$ cat src/rtl/io_timer.sv
// Memory-mapped 16-bit timer with a power-of-two prescaler, a compare match flag
// and a level interrupt. The IO window is eight byte registers starting at BASE_ADDR.
module io_timer #(
    parameter logic [15:0] BASE_ADDR = 16'h1000
) (
    input  logic        clk,
    input  logic        reset,
    input  logic [15:0] address,
    input  logic [7:0]  din,
    output logic [7:0]  dout,
    input  logic        write_en,
    input  logic        read_en,
    output logic        interrupt,
    input  logic        interrupt_clr
);

    localparam logic [2:0] OFF_CTRL   = 3'd0;
    localparam logic [2:0] OFF_CMP_L  = 3'd1;
    localparam logic [2:0] OFF_CMP_H  = 3'd2;
    localparam logic [2:0] OFF_CNT_L  = 3'd3;
    localparam logic [2:0] OFF_CNT_H  = 3'd4;
    localparam logic [2:0] OFF_STATUS = 3'd5;

    logic [5:0]  ctrl_q,  ctrl_d;
    logic [15:0] cmp_q,   cmp_d;
    logic [15:0] cnt_q,   cnt_d;
    logic [7:0]  snap_q,  snap_d;
    logic [6:0]  presc_q, presc_d;
    logic        match_q, match_d;
    logic [7:0]  dout_q,  dout_d;

    logic       hit, wr_hit, rd_hit;
    logic [2:0] off;
    logic       wr_ctrl, wr_cnt_l, wr_status;
    logic       en;
    logic [6:0] presc_mask;
    logic       tick, is_match;
    logic [7:0] rdata;

    assign hit       = (address[15:3] == BASE_ADDR[15:3]);
    assign off       = address[2:0];
    assign wr_hit    = write_en & hit;
    assign rd_hit    = read_en & hit;
    assign wr_ctrl   = wr_hit && (off == OFF_CTRL);
    assign wr_cnt_l  = wr_hit && (off == OFF_CNT_L);
    assign wr_status = wr_hit && (off == OFF_STATUS);

    assign en = ctrl_q[0];
    // Low PS bits of the prescaler all set marks the last clock of a 2^PS period.
    assign presc_mask = ~(7'h7F << ctrl_q[4:2]);
    // A counter clear outranks a tick landing in the same cycle.
    assign tick      = en && ((presc_q & presc_mask) == presc_mask) && !wr_cnt_l;
    assign is_match  = tick && (cnt_q == cmp_q);

    assign interrupt = match_q & ctrl_q[1];
    assign dout      = dout_q;

    always_comb begin
        rdata = 8'h00;
        case (off)
            OFF_CTRL:   rdata = {2'b00, ctrl_q};
            OFF_CMP_L:  rdata = cmp_q[7:0];
            OFF_CMP_H:  rdata = cmp_q[15:8];
            OFF_CNT_L:  rdata = cnt_q[7:0];
            OFF_CNT_H:  rdata = snap_q;
            OFF_STATUS: rdata = {7'b0, match_q};
            default:    rdata = 8'h00;
        endcase
    end

    always_comb begin
        ctrl_d  = ctrl_q;
        cmp_d   = cmp_q;
        cnt_d   = cnt_q;
        snap_d  = snap_q;
        presc_d = presc_q;
        match_d = match_q;
        dout_d  = 8'h00;

        if (wr_ctrl) begin
            ctrl_d = din[5:0];
        end else if (is_match && ctrl_q[5]) begin
            ctrl_d[0] = 1'b0;
        end

        if (wr_hit && off == OFF_CMP_L) cmp_d[7:0]  = din;
        if (wr_hit && off == OFF_CMP_H) cmp_d[15:8] = din;

        if (wr_ctrl || wr_cnt_l) begin
            presc_d = 7'd0;
        end else if (en) begin
            presc_d = presc_q + 7'd1;
        end

        if (wr_cnt_l) begin
            cnt_d = 16'd0;
        end else if (tick) begin
            cnt_d = is_match ? 16'd0 : cnt_q + 16'd1;
        end

        // A fresh match wins over any same-cycle acknowledge.
        if (is_match) begin
            match_d = 1'b1;
        end else if (interrupt_clr || (wr_status && din[0])) begin
            match_d = 1'b0;
        end

        // Read data reflects register contents before any same-cycle write.
        if (rd_hit) begin
            dout_d = rdata;
            if (off == OFF_CNT_L) snap_d = cnt_q[15:8];
        end
    end

    always_ff @(posedge clk) begin
        if (reset) begin
            ctrl_q  <= 6'd0;
            cmp_q   <= 16'hFFFF;
            cnt_q   <= 16'd0;
            snap_q  <= 8'd0;
            presc_q <= 7'd0;
            match_q <= 1'b0;
            dout_q  <= 8'd0;
        end else begin
            ctrl_q  <= ctrl_d;
            cmp_q   <= cmp_d;
            cnt_q   <= cnt_d;
            snap_q  <= snap_d;
            presc_q <= presc_d;
            match_q <= match_d;
            dout_q  <= dout_d;
        end
    end

endmodule

$ cat config.mk
export PLATFORM = sky130hd
export DESIGN_NAME = io_timer
export DESIGN_NICKNAME = d
export VERILOG_FILES = /design/src/rtl/io_timer.sv
export SDC_FILE = /design/constraint.sdc
export NUM_CORES = 1
export LEC_CHECK = 0
export BUFFER_PORTS_ARGS = -buffer_cell sky130_fd_sc_hd__buf_2
export CAP_MARGIN = 20
export CORE_MARGIN = 1
export CORE_UTILIZATION = 54
export CTS_BUF_LIST = sky130_fd_sc_hd__clkbuf_4
export CTS_CLUSTER_DIAMETER = 30
export DETAILED_ROUTE_END_ITERATION = 7
export GPL_ROUTABILITY_DRIVEN = 0
export MAX_ROUTING_LAYER = met4
export PLACE_DENSITY_LB_ADDON = 0.08
export SYNTH_ARGS = -nofsm -noshare
export SYNTH_HDL_FRONTEND = slang
export SYNTH_SLANG_ARGS = --single-unit
$ cat constraint.sdc
create_clock -name clk -period 2.05 [get_ports clk]
set_input_delay 0.5125 -clock clk [delete_from_list [all_inputs] [get_ports clk]]
set_output_delay 0.5125 -clock clk [all_outputs]
set_load 0.005 [all_outputs]
==> metrics.csv, run 1 <==
metric,value,unit
cpMostUsedCell,a21oi_1,
start_kind,register,
synthFlopType,dfxtp_1,
power,0.00234,W
firstDrtPassIters,5,
crit_required,2.41,ns
path_buf_inv,1,
drcViolationCount,0,
clk_path_buf_depth,2,
cp.arrival,2.30,ns
detail_route.iter0.violations,206,
die_w,78.5,µm
antenna_cells,0,
port-buffer-count,37,
slew_violations,0,
via_per_inst,5.83,
fin_skew,0.0125,ns
hpwl,6350,µm
switching_share,24.5,%
syn_avg_cell_area,9.08,µm²
antenna_left,0,
cap_violations,0,
fmax,515,MHz
grt_max_degree,24,
crit_fanout,5,
grt_pass1_vias,2793,
initial_core_util,56.7,%
setup_viol,0,
p_leak,1.53,nW
period_needed,1.94,ns
synth_nets,379,
htreeDepth,3,
worst_pin_slew,0.530,ns
status,finished clean,
ys_types,50,
cts_hold_buf,0,
track_usage,31.3,%
die_h,78.5,µm
final_area,0.00392,mm²
rsz0062_at_grt,no,
syn_area,0.00316,mm²
grt_first_pass_wirelength,14100,µm
pwr-share-seq,51.4,%
core_area,0.00557,mm²
worstSetupEndpointType,register,
min_path_type,primary input to register,
synthArstFlopShare,0,%
synth_top_area_share,39.3,%
wl_per_cell,17.1,µm
final_layout_size_suffix_gt1_share,25.6,%
yosys-top-cells-area,"dfxtp_1, mux2i_1, xnor2_1",
vias,2904,
grt_overflow_total,0,
crit_family,compound AO/OA/AOI/OAI gates,
period_share,94.7,%
powerDensity,597,mW/mm²
num_io_pins,38,
cts.clk_slew.worst_paths,0.12,ns
yosys_register_bits,62,
place_area,0.00374,mm²
peakVddDrop,0.652,mV
postSynthCellCount,348,
cts-root-buf,clkbuf_4,
antenna_found_initial,0,
die_area,0.00616,mm²
p_clk_share,42.2,%
yosys.area.top_type,dfxtp_1,
wl,8510,µm
p_sw,0.000574,W
yosysSeqAreaShare,39.3,%
synth_edf_count,0,
slowest_delay,0.45,ns
path_cells,a21oi_1 -> a2111oi_4 -> buf_4 -> nand4_1 -> or4_1 -> a21oi_1,
slowest_stage,or4_1,
synth-warning-count,0,
timing.slew.headroom,64.4,%
rows,27,
power.share.combinational,6.4,%
worstSkewPairLatency,0.42,ns
nNetsFinal,452,
numCtsBuffers,9,
hold_viol_final,0,
p_int,0.00177,W
crit_type,register to register,
area_growth,24.0,%
cts_tree,done,
cts_sinks,62,
[metal layers]
metal	GRT usage, %	wire length (µm)	up-vias
li1	-	-	1417
met1	37.9	3600	1371
met2	49.3	4120	100
met3	8.95	565	16
met4	11.5	215	0
met5	-	0	-
[synthesized netlist by cell type, types with 9 or more instances]
cell / instances
xor2_1: 9
nor2_1: 34
dfxtp_1: 62
nand3_1: 9
a21oi_1: 20
nand2_1: 11
a211o_1: 16
clkbuf_1: 11
nand4_1: 17
nor2b_1: 22
mux2i_1: 22
xnor2_1: 17
[per-stage QoR]
stage / setup TNS, ns / std cells / setup WS (ns) / utilization (%) / hold slack [ns]
3_3_place_gp: -2.85 / 481 / -0.155 / 67.0 / 0.474
6_report: 0 / 498 / 0.109 / 70.3 / 0.302
5_1_grt: 0 / 498 / 0.0159 / 70.3 / 0.261
3_5_place_dp: -4.41 / 481 / -0.208 / 67.0 / 0.488
4_1_cts: 0 / 497 / 0.0212 / 70.1 / 0.279
2_1_floorplan: -0.0642 / 348 / -0.0321 / - / 0.465
[worst reg2reg max path: cells and delay by family (launching register included)]
kind / cells / cell delay, ns
and+or+nand+nor: 2 / 0.63
DFF: 1 / 0.40
AOI/OAI and AO/OA: 3 / 0.63
buffers and inverters: 1 / 0.21
[sequential cells by signal, summed over array words and instances, names as in the netlist]
name / count
cmp_q: 16
cnt_q: 16
dout: 8
snap_q: 8
presc_q: 7
ctrl_q: 6
match_q: 1
[worst paths after layout]
check / from / to / slack (ns) / depth (start not counted)
hold reg to reg: snap_q[4] / snap_q[4] / 0.51 / 2
hold / removal: din[7] / cmp_q[15] / 0.30 / 2
setup reg to reg: presc_q[5] / cnt_q[12] / 0.11 / 6
setup / recovery: presc_q[5] / cnt_q[12] / 0.11 / 6
[area by class of cell]
class | count | area [µm²]
clock buffer | 9 | 67.6
clock inverter | 7 | 96.3
fill | 471 | 1660
inverter | 4 | 15.0
multi-input combinational | 263 | 1830
sequential | 62 | 1240
tap | 72 | 90.1
timing repair buffer | 81 | 578
[power by group through the flow]
stage | sequential [W] | combinational, W | clock, W
global route | 0.00120 | 0.000161 | 0.00106
global placement | 0.00123 | 0.000146 | 0
finish | 0.00120 | 0.000150 | 0.000987
CTS | 0.00120 | 0.000148 | 0.00100
detailed placement | 0.00123 | 0.000148 | 0
floorplan | 0.00123 | 0.0000723 | 0
[placed cells by master (no fill, tap or decap), drive strengths merged, types with 13 or more instances in the layout]
cell type,instances
a211o,16
a21oi,20
buf,81
dfxtp,62
mux2i,22
nand4,17
nor2,34
nor2b,23
o21ai,13
xnor2,17
[cell families after synthesis]
group / count (synthesis) / synth area share (%)
AO/OA/AOI/OAI: 73 / 16.1
AND/OR/NAND/NOR: 138 / 25.8
adder cells (fa/ha/maj): 2 / 0.792
buffers and inverters: 23 / 3.17
XOR/XNOR: 26 / 7.21
multiplexers: 24 / 7.68
flip-flops: 62 / 39.3
[repair_timing]
action	in CTS	in global routing
buffers inserted	0	1
setup endpoints to repair	1	9
resized for setup	1	3
pin swaps	0	1
Power figures use the tool's default switching activity.
==> run 2, diff against run 1 <==
Settings changed: CTS_BUF_LIST sky130_fd_sc_hd__clkbuf_4 to sky130_fd_sc_hd__clkbuf_2 sky130_fd_sc_hd__clkbuf_4 sky130_fd_sc_hd__clkbuf_8.
==> metrics.csv, run 2 (synthesis results as in run 1) <==
metric,value,unit,change
cts_hold_buf,0,,unchanged
setup_viol,0,,unchanged
fmax,513,MHz,was 515 MHz
p_leak,1.56,nW,was 1.53 nW
grt_max_degree,24,,unchanged
initial_core_util,56.7,%,unchanged
grt_pass1_vias,2794,,was 2793
timing.slew.headroom,64.2,%,was 64.4%
clk_path_buf_depth,2,,unchanged
period_share,95.0,%,was 94.7%
die_h,78.5,µm,unchanged
hold_viol_final,0,,unchanged
worstSkewPairLatency,0.35,ns,was 0.42 ns
via_per_inst,5.81,,was 5.83
num_io_pins,38,,unchanged
final_common_cell,dfxtp_1,,unchanged
reg.largest.list,"cmp_q: 16 flops, cnt_q: 16 flops",,unchanged
wl_per_cell,17.2,µm,was 17.1 µm
crit_required,2.34,ns,was 2.41 ns
core_area,0.00557,mm²,unchanged
drcViolationCount,0,,unchanged
multi_input_area,0.00183,mm²,unchanged
detail_route.iter0.violations,186,,was 206
powerDensity,652,mW/mm²,was 597 mW/mm²
grt_first_pass_wirelength,14100,µm,about the same
start_kind,register,,unchanged
antenna_left,0,,unchanged
cts_sinks,62,,unchanged
reg2regPathDepth,6,,unchanged
antenna_cells,0,,unchanged
crit_path_start,presc_q[3],,was presc_q[5]
firstDrtPassIters,4,,was 5
area_growth,26.0,%,was 24.0%
post-place-cells,481,,unchanged
final_cells,498,,unchanged
die_area,0.00616,mm²,unchanged
cap_violations,0,,unchanged
min_path_type,primary input to register,,unchanged
crit_type,register to register,,unchanged
fin_hold_ws,0.376,ns,was 0.302 ns
cts.clk_slew.worst_paths,0.08,ns,was 0.12 ns
antenna_found_initial,0,,unchanged
hold_start,din[7],,unchanged
worst_pin_slew,0.532,ns,was 0.530 ns
cp.arrival,2.24,ns,was 2.30 ns
numCtsBuffers,9,,unchanged
nNetsFinal,452,,unchanged
period_needed,1.95,ns,was 1.94 ns
worstSetupEndpointType,register,,unchanged
cts_tree,done,,unchanged
cts-root-buf,clkbuf_8,,was clkbuf_4
r2r_start,presc_q[3],,was presc_q[5]
wl,8570,µm,was 8510 µm
vias,2892,,was 2904
crit_fanout,5,,unchanged
final_layout_size_suffix_gt1_share,25.1,%,was 25.6%
fillers,452,,was 471
hold_depth,2,,unchanged
peakVddDrop,0.597,mV,was 0.652 mV
fin_skew,0.00992,ns,was 0.0125 ns
grt_overflow_total,0,,unchanged
hpwl,6350,µm,unchanged
die_w,78.5,µm,unchanged
port-buffer-count,37,,unchanged
power,0.00260,W,was 0.00234 W
track_usage,31.2,%,was 31.3%
regArea,0.00124,mm²,about the same
slew_violations,0,,unchanged
htreeDepth,3,,unchanged
status,finished clean,,unchanged
rows,27,,unchanged
final_cell_mix,"dfxtp_1, buf_4, buf_2",,unchanged
==> run 2: worst max-delay path, stage by stage (launching register included) <==
cell	delay (ns)
dfxtp_1	0.37
nand2_1	0.10
a2111oi_4	0.44
buf_4	0.21
nand4_1	0.17
or4_1	0.45
a21oi_1	0.14
==> run 2: final cells by class <==
| class | count | share of cell area (%) |
|---|---|---|
| sequential | 62 | 31.2 |
| clock inverter | 6 | 2.33 |
| inverter | 4 | 0.377 |
| multi-input combinational | 263 | 45.9 |
| timing repair buffer | 81 | 14.5 |
| clock buffer | 10 | 3.46 |
| tap | 72 | 2.26 |
==> run 2: per-layer routing <==
| metal | track usage [%] | vias to the layer above | wire [µm] | share of wire [%] |
|---|---|---|---|---|
| li1 | - | 1408 | - | - |
| met1 | 38.3 | 1373 | 3660 | 43 |
| met2 | 49.5 | 94 | 4190 | 49 |
| met3 | 8.37 | 17 | 502 | 5.9 |
| met5 | - | - | 0 | 0 |
| met4 | 10.2 | 0 | 220 | 2.6 |
==> run 2: power by group <==
part / total, W / switching [W] / internal (W)
Sequential: 0.00120 / 0.00000000705 / 0.00120
Combinational: 0.000150 / 0.0000857 / 0.0000644
Clock: 0.00124 / 0.000518 / 0.000725
Total: 0.00260 / 0.000604 / 0.00199
==> run 2: worst paths after layout <==
kind,end,slack [ns]
worst min register to register,snap_q[4],0.50
worst max register to register,cnt_q[12],0.10
worst max-delay path,cnt_q[12],0.10
worst min-delay path,cmp_q[15],0.38
==> run 2: metrics by stage <==
stage / TNS (ns) / instance area (µm²) / util, % / setup WS, ns
after floorplan: -0.0642 / 3160 / - / -0.0321
after global placement: -2.85 / 3740 / 67.0 / -0.155
after detailed placement: -4.41 / 3740 / 67.0 / -0.208
after CTS: 0 / 3970 / 71.3 / 0.0308
after global routing: -0.000980 / 3980 / 71.4 / -0.000980
final: 0 / 3980 / 71.4 / 0.102
==> run 2: timing repair <==
| action | in CTS | in global routing |
|---|---|---|
| gates resized for setup | 1 | 0 |
| cloned | 0 | 0 |
| pin swaps | 0 | 1 |
| setup endpoints to repair | 1 | 9 |
| setup buffers | 0 | 1 |
==> run 3, diff against run 2 <==
Settings changed: CORE_UTILIZATION 54 to 52, CTS_BUF_LIST sky130_fd_sc_hd__clkbuf_2 sky130_fd_sc_hd__clkbuf_4 sky130_fd_sc_hd__clkbuf_8 to unset, MAX_ROUTING_LAYER met4 to unset, SLEW_MARGIN set to 20.
==> metrics.csv, run 3 (synthesis results as in run 1) <==
metric,value,unit,change
detail_route.iter0.violations,160,,was 186
final_cell_mix,"dfxtp_1, buf_4, buf_2",,unchanged
cp.arrival,2.23,ns,was 2.24 ns
cts_hold_buf,0,,unchanged
p_int,0.00189,W,was 0.00199 W
rows,28,,was 27
num_io_pins,38,,unchanged
core_area,0.00589,mm²,was 0.00557 mm²
wl,8850,µm,was 8570 µm
timing.slew.headroom,74.1,%,was 64.2%
grt_pass1_vias,2811,,was 2794
initial_core_util,53.7,%,was 56.7%
vias,2924,,was 2892
die_w,80.0,µm,was 78.5 µm
htreeDepth,3,,unchanged
met1_usage,34.8,%,was 38.3%
final_layout_size_suffix_gt1_share,26.0,%,was 25.1%
met2_usage,50.9,%,was 49.5%
power.share.combinational,6.2,%,was 5.8%
antenna_found_initial,0,,unchanged
area_growth,25.3,%,was 26.0%
cts_sinks,62,,unchanged
slowest_stage,or4_1,,unchanged
endpoint,cnt_q[6],,was cnt_q[12]
setup_slack,0.0922,ns,was 0.102 ns
postCtsSetupBuffers,0,,unchanged
crit_path_start,ctrl_q[4],,was presc_q[3]
setup_viol,0,,unchanged
start_kind,register,,unchanged
nNetsFinal,457,,was 452
via_per_inst,5.78,,was 5.81
hpwl,6380,µm,was 6350 µm
hold_viol_final,0,,unchanged
cts_tree,done,,unchanged
firstDrtPassIters,4,,unchanged
port-buffer-count,37,,unchanged
antenna_left,0,,unchanged
cap_violations,0,,unchanged
path_cells,nor2_1 -> a21oi_1 -> a2111oi_4 -> nand3_2 -> buf_12 -> or4_1 -> a21oi_1,,was nand2_1 -> a2111oi_4 -> buf_4 -> nand4_1 -> or4_1 -> a21oi_1
place_ws,-0.193,ns,was -0.208 ns
r2r_start,ctrl_q[4],,was presc_q[3]
crit_type,register to register,,unchanged
rsz0062_at_grt,no,,
p_clk_share,44.6,%,was 47.9%
fin_hold_ws,0.386,ns,was 0.376 ns
grt_max_degree,23,,was 24
worstReg2RegEnd,cnt_q[6],,was cnt_q[12]
pwr-share-seq,49.2,%,was 46.3%
utilization,67.3,%,was 71.4%
clk_path_buf_depth,2,,unchanged
cpMostUsedCell,a21oi_1,,
final_common_cell,dfxtp_1,,unchanged
slew_violations,0,,unchanged
period_share,95.5,%,was 95.0%
cts-root-buf,clkbuf_8,,unchanged
post_cts_resized,0,,was 1
reg2regPathDepth,7,,was 6
crit_fanout,22,,was 5
status,finished clean,,unchanged
numCtsBuffers,9,,unchanged
min_path_type,primary input to register,,unchanged
slowest_delay,0.53,ns,was 0.45 ns
fmax,511,MHz,was 513 MHz
period_needed,1.96,ns,was 1.95 ns
p_sw,0.000556,W,was 0.000604 W
fin_skew,0.00684,ns,was 0.00992 ns
drcViolationCount,0,,unchanged
peakVddDrop,0.374,mV,was 0.597 mV
die_area,0.00639,mm²,was 0.00616 mm²
track_usage,29.2,%,was 31.2%
switching_share,22.7,%,was 23.3%
reg.largest.list,"cmp_q: 16 flops, cnt_q: 16 flops",,unchanged
wl_per_cell,17.5,µm,was 17.2 µm
rrSetupSlack,0.09,ns,was 0.10 ns
top_usage_layer,met2,,unchanged
p_leak,1.58,nW,was 1.56 nW
antenna_cells,0,,unchanged
cts.clk_slew.worst_paths,0.07,ns,was 0.08 ns
die_h,80.0,µm,was 78.5 µm
powerDensity,618,mW/mm²,was 652 mW/mm²
worstSkewPairLatency,0.34,ns,was 0.35 ns
grt_overflow_total,0,,unchanged
worst_pin_slew,0.388,ns,was 0.532 ns
fillers,520,,was 452
crit_required,2.32,ns,was 2.34 ns
grt_use_met3,4.57,%,was 8.37%
worstSetupEndpointType,register,,unchanged
grt_first_pass_wirelength,13700,µm,was 14100 µm
[run 3: metal layers]
layer / wire [µm] / vias up
li1: - / 1417
met1: 3820 / 1384
met2: 4360 / 100
met3: 430 / 23
met4: 252 / 0
met5: 0 / -
[run 3: worst min path at each step]
stage | from | end | slack (ns) | depth (start not counted)
after detailed placement | snap_q[3] | snap_q[3] | 0.48 | 2
after global routing | din[7] | cmp_q[7] | 0.40 | 2
after floorplan | snap_q[1] | snap_q[1] | 0.46 | 2
final | din[7] | cmp_q[7] | 0.39 | 2
after CTS | din[7] | cmp_q[7] | 0.38 | 2
after global placement | snap_q[1] | snap_q[1] | 0.48 | 2
[run 3: area by class of cell]
class / count / area, µm² / area share (%)
inverters: 4 / 15.0 / 0.379
clock buffers: 12 / 155 / 3.92
flip-flops and latches: 62 / 1240 / 31.4
multi-input cells: 263 / 1820 / 45.9
well taps: 75 / 93.8 / 2.37
clock inverters: 4 / 45.0 / 1.14
repair buffers: 86 / 591 / 14.9
[run 3: worst max-delay path, delay by kind of cell (launching register included)]
family,cells,cell delay [ns]
compound gates,3,0.59
buf+inv,1,0.18
simple gates,3,0.76
flops,1,0.35
[run 3: power by group through the flow]
stage	Combinational, W	Sequential (W)	Clock (W)
after floorplan	0.0000723	0.00123	0
after global placement	0.000147	0.00123	0
after detailed placement	0.000149	0.00123	0
after CTS	0.000150	0.00120	0.00110
after global routing	0.000162	0.00120	0.00116
final	0.000151	0.00120	0.00109
[run 3: through the flow]
stage                     instances  setup TNS (ns)  total power [W]  area [µm²]
after floorplan                 348         -0.0642          0.00130        3160
after global placement          490           -3.06          0.00138        3760
after detailed placement        490           -4.29          0.00138        3760
after CTS                       506               0          0.00246        3960
after global routing            506               0          0.00253        3960
final                           506               0          0.00245        3960
